[config.mk]
export PLATFORM = sky130hd
export DESIGN_NAME = taxi_eth_phy_10g_rx_link_ctrl
export DESIGN_NICKNAME = d
export VERILOG_FILES = /design/src/rtl/taxi_eth_phy_10g_rx_link_ctrl.sv
export SDC_FILE = /design/constraint.sdc
export NUM_CORES = 1
export LEC_CHECK = 0
export BUFFER_PORTS_ARGS = -buffer_cell sky130_fd_sc_hd__buf_2
export CORE_UTILIZATION = 52
export DETAILED_ROUTE_END_ITERATION = 16
export PLACE_DENSITY = 0.87
export SETUP_SLACK_MARGIN = 0.5
export SLEW_MARGIN = 30
export SYNTH_ARGS = -nofsm -noshare
export SYNTH_HDL_FRONTEND = slang
export SYNTH_SLANG_ARGS = --single-unit
[constraint.sdc]
create_clock -name clk -period 2.4 [get_ports clk]
set_input_delay 0.36 -clock clk [delete_from_list [all_inputs] [get_ports clk]]
set_output_delay 0.36 -clock clk [all_outputs]
set_load 0.05 [all_outputs]
[src/rtl/taxi_eth_phy_10g_rx_link_ctrl.sv]
// taxi_eth_phy_10g_rx_link_ctrl: 10G RX bring-up FSM driving SERDES reset, lock qualification, retry and link statistics.
module taxi_eth_phy_10g_rx_link_ctrl #(
  parameter int RESET_CYCLES  = 16,
  parameter int LOCK_TIMEOUT  = 65536,
  parameter int STABLE_CYCLES = 1024,
  parameter int MAX_RETRIES   = 7
) (
  input  logic        clk,
  input  logic        rst_n,
  input  logic        enable,
  input  logic        cfg_restart,
  input  logic        rx_block_lock,
  input  logic        rx_high_ber,
  input  logic        phy_reset_req,
  output logic        serdes_rx_reset,
  output logic        link_up,
  output logic        link_fail,
  output logic [2:0]  state,
  output logic [3:0]  retry_count,
  output logic [15:0] link_down_count
);
  localparam int TMAX = (LOCK_TIMEOUT > STABLE_CYCLES)
    ? ((LOCK_TIMEOUT > RESET_CYCLES) ? LOCK_TIMEOUT : RESET_CYCLES)
    : ((STABLE_CYCLES > RESET_CYCLES) ? STABLE_CYCLES : RESET_CYCLES);
  localparam int TW = $clog2(TMAX) + 1;
  typedef enum logic [2:0] {
    IDLE = 3'd0, RESET = 3'd1, WAIT_LOCK = 3'd2, STABLE = 3'd3, UP = 3'd4, FAIL = 3'd5
  } state_t;
  state_t st, st_n;
  logic [TW-1:0] tmr;
  logic [3:0] rc_n;
  logic good, restart, ldc_inc;
  assign good = rx_block_lock & ~rx_high_ber;
  always_comb begin
    st_n = st;
    rc_n = retry_count;
    restart = 1'b0;
    ldc_inc = 1'b0;
    if (!enable) st_n = IDLE;
    else if (cfg_restart && st != IDLE) begin
      st_n = RESET;
      rc_n = '0;
      restart = 1'b1;
    end else case (st)
      IDLE: st_n = RESET;
      RESET: st_n = (tmr == TW'(RESET_CYCLES - 1)) ? WAIT_LOCK : RESET;
      WAIT_LOCK: begin
        if (good) st_n = STABLE;
        else if (phy_reset_req) st_n = RESET;
        else if (tmr == TW'(LOCK_TIMEOUT - 1)) begin
          st_n = (retry_count == 4'(MAX_RETRIES)) ? FAIL : RESET;
          rc_n = (retry_count == 4'(MAX_RETRIES)) ? retry_count : retry_count + 4'd1;
        end
      end
      STABLE: begin
        if (!good) st_n = WAIT_LOCK;
        else if (tmr == TW'(STABLE_CYCLES - 1)) begin
          st_n = UP;
          rc_n = '0;
        end
      end
      // lock loss wins over a simultaneous PHY reset request
      UP: begin
        st_n = !good ? WAIT_LOCK : phy_reset_req ? RESET : UP;
        ldc_inc = !good | phy_reset_req;
      end
      FAIL: st_n = FAIL;
      default: st_n = IDLE;
    endcase
  end
  always_ff @(posedge clk or negedge rst_n) begin
    if (!rst_n) begin
      st <= IDLE;
      tmr <= '0;
      retry_count <= '0;
      link_down_count <= '0;
    end else begin
      st <= st_n;
      tmr <= (st_n != st || restart) ? '0 : (&tmr) ? tmr : tmr + TW'(1);
      retry_count <= rc_n;
      if (ldc_inc && link_down_count != 16'hFFFF) link_down_count <= link_down_count + 16'd1;
    end
  end
  assign state = st;
  assign serdes_rx_reset = (st == IDLE) || (st == RESET);
  assign link_up = (st == UP);
  assign link_fail = (st == FAIL);
endmodule
==> impl_results.md, run 1 <==
- Period utilisation layout: 97.9%
- Slowest-stage cell, CP: dfrtp_1
- Clk_skew: 3.54 ps
- Iteration-0 DRC Markers: 112
- Multi-input gate area: 1460 µm²
- Synth Instances: 255
- # IOs: 33
- Post-CTS Hold Fix Bufs: 0
- WL final: 5670 µm
- Mapped Nets: 268
- DR vias/cell: 5.66
- Worst-path fanout max: 17
- Core Util, Final: 72.4%
- Dpl hpwl: 3710 µm
- Pwr dens: 470 nW/µm²
- Synthesized area: 2370 µm²
- Slew HR: 70.1%
- Fin cells: 372
- Register Area: 1010 µm²
- Hold_ws: 3.12 ps
- Max VDD drop: 0.000454 V
- Critical Path End Type: register
- Synth top area cells: dfrtp_1, nor2_1, xnor2_1
- RSZ-0062 raised after global routing: yes
- Async set-reset flop share out of synthesis: 100%
- Layout Nets: 332
- Largest stage delay on the critical path: 390 ps
- Fill cells: 287
- CTS Buffer Depth: 2
- FP Rows: 24
- Routed Antenna Nets: 0
- Most frequent cell after synthesis: dfrtp_1
- DR WL met2: 2840 µm
- Cell family with most CP delay: simple AND/OR/NAND/NOR gates
- Seq pwr share: 47.4%
- CP Launch Type: register
- Crit path time final: 2350 ps
- Crit Path Class: register to register
- Ys flop type: dfrtp_1
- Worst R2R End: tmr[5]
- Clock root cell: clkbuf_8
- Wire length on met1: 2540 µm
- R2R cell count: 11
- Die ar.: 4830 µm²
- CTS tree: yes
- Placed Cells incl. Taps: 341
- GRT Resource Usage Total: 23.1%
- Clk sinks: 40
- Layout cells sized above 1: 37.8%
- Crit path arrival time: 2570 ps
- Final setup fails: 0
- Req. time, crit path: 2620 ps
- Critical path depth: 11
- Vias in the first global route: 1954
- Setup crit end: tmr[5]
- Via count: 2107
- CTS Buf Count: 5
- Starting density of the core: 54.4%
- Max-capacitance violation count: 0
- Layout area overhead: 33.1%
- Register area share after synthesis: 42.3%
- Critical-path cell list: and3_4 -> and2_4 -> nand2_4 -> nor3_4 -> ha_2 -> o31ai_4 -> a221o_1 -> nand3_2 -> o2111ai_4 -> buf_12 -> nor2_1
- Die extent in y: 69.5 µm
- #FFs+latches synth: 40
- Uppermost layer routed: met4
- Clock power share: 38.5%
- Share of the synthesized area in the top cell type: 42.3%
- Total grt overflow: 0
- Leakage power: 1.48 nW
- Reg2reg setup slack: 50 ps
- Final hold viol count: 0
- Max Fclk: 426 MHz
- Detailed-route DRC error count: 0
- Slew Viols, Final: 0
- Dpl cell area: 2720 µm²
- P_int: 1.12 mW
- Worst skew pair latency: 290 ps
- RR Startpoint: tmr[9]
- Drt first pass iters: 4
- Logic pwr share: 14.1%
- Largest net degree at the start of global routing: 41
- CTS H-Tree Depth: 2
- Worst hold path class: input port to asynchronous set/reset pin
- First-pass GRT wire length: 8890 µm
- Port bufs: 32
- Synth cell count leaders: dfrtp_1, nor2_1, nand2_1
- Crit path buf inv count: 1
- EDFF count, synth: 0
- Worst-Margin Slew: 447 ps
- Area of the core: 4350 µm²
- Metal3 WL: 182 µm
- Initial antenna violation count: 0
- Yosys top cell by area: dfrtp_1
- Die W: 69.5 µm
- Setup TNS: 0 ps
- Sw Ratio: 24.0%
- Yosys warnings: 0
- Syn Area/Cell: 9.28 µm²
- GPL Wtd Cong: 0.896
- Clk slew on worst S/H paths: 80 ps
- Post-synth cell types: 53
- WL/cell: 15.2 µm
- NetSw: 356 µW
- Worst Setup SP: tmr[9]
- Antenna cells: 0
- Outcome: completed
- Final design instance area without fill: 3150 µm²
==> kinds of logic (layout without fill, tap and decap cells) <==
group                    after synthesis  count (layout)  share of synthesized area (%)
buffers and inverters                 15              80                           3.17
adder cells (fa/ha/maj)                6               6                           3.17
XOR/XNOR                              29              29                           10.7
AND/OR/NAND/NOR                      127             127                           28.9
flip-flops                            40              40                           42.3
AO/OA/AOI/OAI                         36              36                           10.9
multiplexers                           2               2                          0.899
==> how the worst min path moves through the flow <==
stage                       start  slack (ps)                  to
6_report                    rst_n           3            state[0]
5_1_grt                     rst_n          30  link_down_count[0]
4_1_cts                     rst_n         190      retry_count[3]
3_5_place_dp   link_down_count[6]         490  link_down_count[6]
3_3_place_gp   link_down_count[6]         470  link_down_count[6]
2_1_floorplan               rst_n          60  link_down_count[0]
==> what timing repair did <==
item	4_1_cts	5_1_grt
pin swaps	3	14
endpoints found under the setup margin	35	39
resized for setup	7	21
setup buffers	5	17
==> placed cells by master (no fill, tap or decap), types with 4 or more instances in the layout <==
master and instances:
nor3_1 4, inv_1 6, nand3_1 8, nor2b_1 7, nor2_1 32, clkbuf_8 6
nor2_2 6, buf_2 31, and3_1 5, dfrtp_1 36, buf_4 29, dfrtp_2 4
nand2_1 20, nand4_1 10, a21oi_1 8, o21ai_0 6, xor2_1 13, xnor2_1 16
==> registers in the layout, indices dropped and copies added (netlist names) <==
name,cells
link_down_count,16
retry_count,4
state,3
tmr,17
==> power groups by stage <==
stage / clock network (mW) / registers (mW) / logic (mW)
after floorplan: 0 / 0.721 / 0.101
after global placement: 0 / 0.719 / 0.154
final: 0.570 / 0.701 / 0.208
after CTS: 0.582 / 0.708 / 0.165
after global routing: 0.614 / 0.703 / 0.229
after detailed placement: 0 / 0.721 / 0.160
==> area by class of cell <==
| type | instances | area share [%] |
|---|---|---|
| timing repair buffer | 66 | 15.1 |
| clock buffer | 6 | 2.62 |
| sequential | 40 | 31.9 |
| tap | 52 | 2.07 |
| inverter | 6 | 0.715 |
| multi-input combinational | 200 | 46.4 |
| clock inverter | 2 | 1.23 |
==> per-layer routing <==
layer  GRT usage, %  up-vias
li1               -     1025
met1           29.2     1018
met2           38.1       52
met3           5.09       12
met4           9.98        0
met5              0        -
==> metrics by stage <==
step	setup WS, ps	power, mW
floorplan	50.6	0.822
global placement	171	0.873
detailed placement	73.9	0.881
CTS	108	1.45
global route	-25.4	1.55
finish	51.5	1.48
Power figures use the tool's default switching activity.
==> inputs of run 2 (changes only) <==
--- a/config.mk
+++ b/config.mk
@@ -6,9 +6,10 @@
 export NUM_CORES = 1
 export LEC_CHECK = 0
 export BUFFER_PORTS_ARGS = -buffer_cell sky130_fd_sc_hd__buf_2
-export CORE_UTILIZATION = 52
+export CAP_MARGIN = 20
+export CORE_UTILIZATION = 60
 export DETAILED_ROUTE_END_ITERATION = 16
-export PLACE_DENSITY = 0.87
+export PLACE_DENSITY = 0.94
 export SETUP_SLACK_MARGIN = 0.5
 export SLEW_MARGIN = 30
 export SYNTH_ARGS = -nofsm -noshare
==> constraint.sdc (replaced) <==
create_clock -name clk -period 2.8 [get_ports clk]
set_input_delay 0.42 -clock clk [delete_from_list [all_inputs] [get_ports clk]]
set_output_delay 0.42 -clock clk [all_outputs]
set_load 0.05 [all_outputs]
==> run 2 against run 1 <==
  * Count of clock-buffer cells in the layout grew 1
  * Register-to-register slack gained 220 ps
  * Global-route usage increased by 11 points
  * Sequential share of layout area fell by 0.25 points
  * Worst setup slack better by 220 ps
  * Final area increased by 0.68%
  * Via count is 12% higher
  * Non-clock buffer count is 10 lower
  * Largest cell class unchanged
  * Highest routed layer unchanged
==> impl_results.md, run 2 (synthesis gave the netlist of run 1 again) <==
- RSZ-0062 raised after global routing: yes
- Worst-path fanout max: 8 (-9)
- CP Launch Type: register
- Clk sinks: 40 (unchanged)
- Final design instance area without fill: 3170 µm² (+0.68%)
- DR vias/cell: 6.63 (+17%)
- Total grt overflow: 0 (unchanged)
- CTS Buffer Depth: 2 (unchanged)
- Routed Antenna Nets: 0 (unchanged)
- GPL Wtd Cong: 0.922 (+2.9%)
- Clk_skew: 14.9 ps (+11.4 ps)
- Final hold viol count: 0 (unchanged)
- Setup TNS: 0 ps (unchanged)
- CTS H-Tree Depth: 2 (unchanged)
- Max Fclk: 395 MHz (-7.3%)
- Worst skew pair latency: 310 ps (+20 ps)
- Crit Path Class: register to register
- First-pass GRT wire length: 10400 µm (+17%)
- Period utilisation layout: 90.5% (-7.4 points)
- Slew Viols, Final: 0 (unchanged)
- Leakage power: 1.43 nW (-3.7%)
- Layout Nets: 322 (-3.0%)
- Pwr dens: 399 nW/µm² (-15%)
- Detailed-route DRC error count: 0 (unchanged)
- Reg with most FFs: tmr
- Vias in the first global route: 2134 (+9.2%)
- Clk slew on worst S/H paths: 90 ps (about the same)
- # IOs: 33 (unchanged)
- Most frequent cells in the layout: dfrtp_1, buf_2, nand2_1
- Post-CTS Hold Fix Bufs: 0 (unchanged)
- Die extent in y: 64.8 µm (-6.7%)
- Leading cell type in the layout, fill and taps excluded: dfrtp_1
- WL/cell: 21.6 µm (+42%)
- Largest net degree at the start of global routing: 41 (unchanged)
- Drt first pass iters: 5 (+1)
- Number of flip-flops under the largest register name: 17 (unchanged)
- Layout area overhead: 34.0%
- Crit path time final: 2530 ps (+184 ps)
- Initial antenna violation count: 0 (unchanged)
- Antenna cells: 0 (unchanged)
- Req. time, crit path: 3030 ps (+410 ps)
- Die W: 64.8 µm (-6.7%)
- Slew HR: 59.4% (-11 points)
- Regs by FF count: tmr x17, link_down_count x16, retry_count x4
- Die ar.: 4200 µm² (-13%)
- Critical Path End Type: register
- Outcome: completed
- Via count: 2367 (+12%)
- Iteration-0 DRC Markers: 346 (+210%)
- Worst-Margin Slew: 607 ps (+160 ps)
- Dpl hpwl: 3550 µm (-4.2%)
- Area of the core: 3720 µm² (-15%)
- Max VDD drop: 0.000338 V (-26%)
- CTS Buf Count: 5 (unchanged)
- CTS tree: yes
- Clock root cell: clkbuf_8
- Dpl cell area: 2600 µm² (-4.4%)
- Starting density of the core: 63.7% (+9.3 points)
- Final setup fails: 0 (unchanged)
- FP Rows: 22 (-8.3%)
- GRT Resource Usage Total: 33.9% (+11 points)
- WL final: 7730 µm (+36%)
- Max-capacitance violation count: 0 (unchanged)
- Worst hold path class: input port to asynchronous set/reset pin
- Crit path arrival time: 2770 ps (+200 ps)
- Layout cells sized above 1: 40.1% (+2.3 points)
- Port bufs: 32 (unchanged)
run 2: final timing paths:
check                                          from                   to  slack [ps]  cells past startpoint
max in group asynchronous                     rst_n             state[2]        2310                      2
worst max-delay path                         tmr[5]               tmr[6]         270                     13
worst max register to register               tmr[5]               tmr[6]         270                     13
worst min-delay path                          rst_n              tmr[10]          20                      1
worst min register to register  link_down_count[11]  link_down_count[11]         510                      1
min in group clk                link_down_count[11]  link_down_count[11]         510                      1
run 2: through the flow:
step	utilization, %	hold slack [ps]	instances	power, mW	setup WS (ps)
floorplan	-	124	255	0.702	429
global placement	70.0	471	328	0.729	386
detailed placement	70.0	482	328	0.734	197
CTS	80.3	265	351	1.20	368
global route	85.4	49.0	357	1.29	200
finish	85.4	15.7	357	1.27	267
run 2: worst max-delay path, cell delays in order (launching register included):
cell and delay (ps):
dfrtp_1 430, and3_4 220, and2_4 160, nand2_4 90, nor3_4 50, buf_6 120, ha_4 160, nor2_4 120
nor3_4 60, o31a_1 280, nor3_2 220, o2111ai_4 230, clkbuf_16 240, nor2_4 80
run 2: per-layer routing:
layer / GRT usage, % / vias to the layer above / share of wire [%]
met3: 7.39 / 51 / 8.8
met1: 42.5 / 1135 / 38
met2: 54.8 / 181 / 47
met5: 0 / - / 0
li1: - / 1000 / -
met4: 17.2 / 0 / 6.3
run 2: final cells by class:
type	instances	area [µm²]
Clock buffer	7	96.3
Fill cell	180	544
Sequential cell	40	1000
Tap cell	48	60.1
Multi-Input combinational cell	200	1590
Inverter	6	22.5
Timing Repair Buffer	56	398
run 2: power breakdown:
part	switching (mW)	leakage, nW	internal, mW	total (mW)
registers	0.0197	0.540	0.590	0.609
logic	0.132	0.835	0.0978	0.230
clock network	0.206	0.0503	0.220	0.426
total	0.358	1.43	0.907	1.27
run 2: timing repair:
item / in CTS / in global routing
buffers inserted: 15 / 5
pin swaps: 23 / 13
endpoints found under the setup margin: 20 / 21
gates resized for setup: 35 / 31
hold endpoints to repair: 0 / 0
gates cloned: 1 / 0
==> inputs of run 3 (changes only) <==
--- a/config.mk
+++ b/config.mk
@@ -7,9 +7,9 @@
 export LEC_CHECK = 0
 export BUFFER_PORTS_ARGS = -buffer_cell sky130_fd_sc_hd__buf_2
 export CAP_MARGIN = 20
-export CORE_UTILIZATION = 60
+export CORE_UTILIZATION = 50
 export DETAILED_ROUTE_END_ITERATION = 16
-export PLACE_DENSITY = 0.94
+export PLACE_DENSITY = 0.82
 export SETUP_SLACK_MARGIN = 0.5
 export SLEW_MARGIN = 30
 export SYNTH_ARGS = -nofsm -noshare
==> run 3 against run 2 <==
  * Clock skew down 1.3 ps
  * Cell count is 0.56% higher
  * Sequential share of layout area grew 1.2 points
  * Power is 5.1% higher
  * Register-to-register slack gained 130 ps
  * Worst setup slack improved by 130 ps
  * Critical path depth down 2
  * Via count down 11%
  * Worst hold slack improved by 74 ps
  * Combinational power down 24%
  * Global-route usage fell by 11 points
  * Final area down 3.7%
==> impl_results.md, run 3 (synthesis gave the netlist of run 1 again) <==
- Layout cells sized above 1: 34.2% (-5.9 points)
- Critical Path End Type: register
- Leading cell type in the layout, fill and taps excluded: dfrtp_1
- Routed Antenna Nets: 0 (unchanged)
- First-pass GRT wire length: 8890 µm (-15%)
- Hold_ws: 89.3 ps (+73.6 ps)
- Final setup fails: 0 (unchanged)
- Register Area: 1000 µm² (unchanged)
- Max Fclk: 416 MHz (+5.4%)
- Detailed-route DRC error count: 0 (unchanged)
- Final design instance area without fill: 3050 µm² (-3.7%)
- Layout Nets: 319 (-0.93%)
- WL/cell: 15.8 µm (-27%)
- Clock root cell: clkbuf_8
- Starting density of the core: 53.3% (-10 points)
- Worst hold path class: input port to asynchronous set/reset pin
- CTS H-Tree Depth: 2 (unchanged)
- Slew HR: 61.8% (+2.3 points)
- Dpl cell area: 2610 µm² (+0.19%)
- Pwr dens: 435 nW/µm² (+9.2%)
- Die ar.: 5010 µm² (+19%)
- Antenna cells: 0 (unchanged)
- Layout area overhead: 29.0%
- Most frequent cells in the layout: dfrtp_1, nor2_1, buf_2
- Iteration-0 DRC Markers: 121 (-65%)
- # IOs: 33 (unchanged)
- Leakage power: 1.42 nW (-0.57%)
- Vias in the first global route: 1939 (-9.1%)
- Reg2reg setup slack: 400 ps (+130 ps)
- NetSw: 305 µW (-15%)
- CTS tree: yes
- R2R cell count: 11 (-2)
- Period utilisation layout: 85.8% (-4.6 points)
- GRT Resource Usage Total: 22.5% (-11 points)
- Req. time, crit path: 3020 ps (about the same)
- Regs by FF count: tmr x17, link_down_count x16, retry_count x4
- Logic pwr share: 13.1% (-5.1 points)
- Worst skew pair latency: 290 ps (-20 ps)
- Die W: 70.8 µm (+9.3%)
- Worst-Margin Slew: 572 ps (-35.1 ps)
- Drt first pass iters: 10 (+5)
- Worst-path fanout max: 8 (unchanged)
- CTS Buffer Depth: 2 (unchanged)
- Reg with most FFs: tmr
- Max-capacitance violation count: 0 (unchanged)
- RSZ-0062 raised after global routing: yes
- Clk slew on worst S/H paths: 80 ps (about the same)
- Largest net degree at the start of global routing: 41 (unchanged)
- Crit path time final: 2400 ps (-130 ps)
- Multi-input gate area: 1480 µm² (-7.0%)
- Outcome: completed
- CP Launch Type: register
- Worst R2R End: tmr[9]
- WL final: 5660 µm (-27%)
- Number of flip-flops under the largest register name: 17 (unchanged)
- Final hold viol count: 0 (unchanged)
- FP Rows: 24 (+9.1%)
- Seq pwr share: 45.8% (-2.4 points)
- Slew Viols, Final: 0 (unchanged)
- CTS Buf Count: 5 (unchanged)
- Max VDD drop: 0.000465 V (+37%)
- Crit Path Class: register to register
- P_int: 1.03 mW (+13%)
- Setup TNS: 0 ps (unchanged)
- Via count: 2111 (-11%)
- Crit path arrival time: 2620 ps (-150 ps)
- Port bufs: 32 (unchanged)
- RR Startpoint: tmr[1]
- Fill cells: 311 (+73%)
- Area of the core: 4440 µm² (+20%)
- Sw Ratio: 22.9% (-5.4 points)
- Initial antenna violation count: 0 (unchanged)
- Clk sinks: 40 (unchanged)
- DR vias/cell: 5.88 (-11%)
- Die extent in y: 70.8 µm (+9.3%)
- GPL Wtd Cong: 0.900 (-2.4%)
- Dpl hpwl: 3470 µm (-2.2%)
- Total grt overflow: 0 (unchanged)
- Clock power share: 41.1% (+7.5 points)
- Clk_skew: 13.6 ps (-1.28 ps)
==> run 3: cell count changes in the layout (fill, tap and decap cells not counted), moves of 2 or more <==
| cell | previous run | this run |
|---|---|---|
| buf_6 | 2 | 0 |
| bufinv_16 | 0 | 2 |
| clkbuf_8 | 7 | 5 |
| ha_4 | 2 | 0 |
| nor2_1 | 19 | 31 |
| nor2_4 | 15 | 3 |
| xor2_1 | 11 | 13 |
| xor2_2 | 2 | 0 |
==> run 3: how the worst max path moves through the flow <==
stage	from	end	slack (ps)	depth (start not counted)
after floorplan	state[0]	link_down_count[11]	430	6
after CTS	tmr[7]	tmr[2]	430	11
after global placement	tmr[4]	tmr[15]	380	10
final	tmr[1]	tmr[9]	400	11
after detailed placement	tmr[4]	tmr[2]	280	10
after global routing	tmr[1]	tmr[12]	290	11
==> run 3: power by group through the flow <==
| stage | Combinational [mW] | Clock, mW | Sequential, mW |
|---|---|---|---|
| floorplan | 0.0849 | 0 | 0.617 |
| global placement | 0.112 | 0 | 0.618 |
| detailed placement | 0.115 | 0 | 0.618 |
| CTS | 0.154 | 0.554 | 0.606 |
| global route | 0.189 | 0.576 | 0.610 |
| finish | 0.174 | 0.547 | 0.609 |
==> run 3: worst max-delay path, cell delays in order, from the launching register on <==
cell,delay (ps)
dfrtp_1,380
ha_2,180
and3_4,220
nand2_4,60
nor3_4,230
ha_2,250
o31ai_4,70
a221o_1,350
nand3_2,120
o2111ai_4,160
clkbuf_16,220
nor2_2,90
==> run 3: final cells by class <==
cell class | instances | share of cell area (%)
Clock buffer | 6 | 2.38
Multi-Input combinational cell | 200 | 48.4
Timing Repair Buffer | 53 | 11.5
Sequential cell | 40 | 32.9
Clock inverter | 2 | 1.97
Inverter | 6 | 0.737
Tap cell | 52 | 2.13
==> run 3: what timing repair did <==
| item | CTS | global route |
|---|---|---|
| setup buffers | 13 | 5 |
| cloned | 1 | 0 |
| endpoints found under the setup margin | 20 | 24 |
| gates resized for setup | 15 | 21 |
| pin swaps | 4 | 11 |
| hold buffers | 0 | 0 |
==> run 3: metrics by stage <==
stage | cells | power [mW] | worst slack (ps) | utilization (%)
6_report | 359 | 1.33 | 397 | 68.7
5_1_grt | 359 | 1.37 | 290 | 68.7
4_1_cts | 354 | 1.31 | 427 | 65.9
3_5_place_dp | 332 | 0.733 | 276 | 58.7
3_3_place_gp | 332 | 0.730 | 382 | 58.7
2_1_floorplan | 255 | 0.702 | 429 | -
==> run 3: metal layers <==
layer | share of wire, % | track usage, % | wire, µm
met1 | 42 | 29.1 | 2350
met2 | 49 | 36.0 | 2780
met3 | 5.4 | 4.56 | 306
met4 | 3.9 | 11.3 | 218
met5 | 0 | 0 | 0
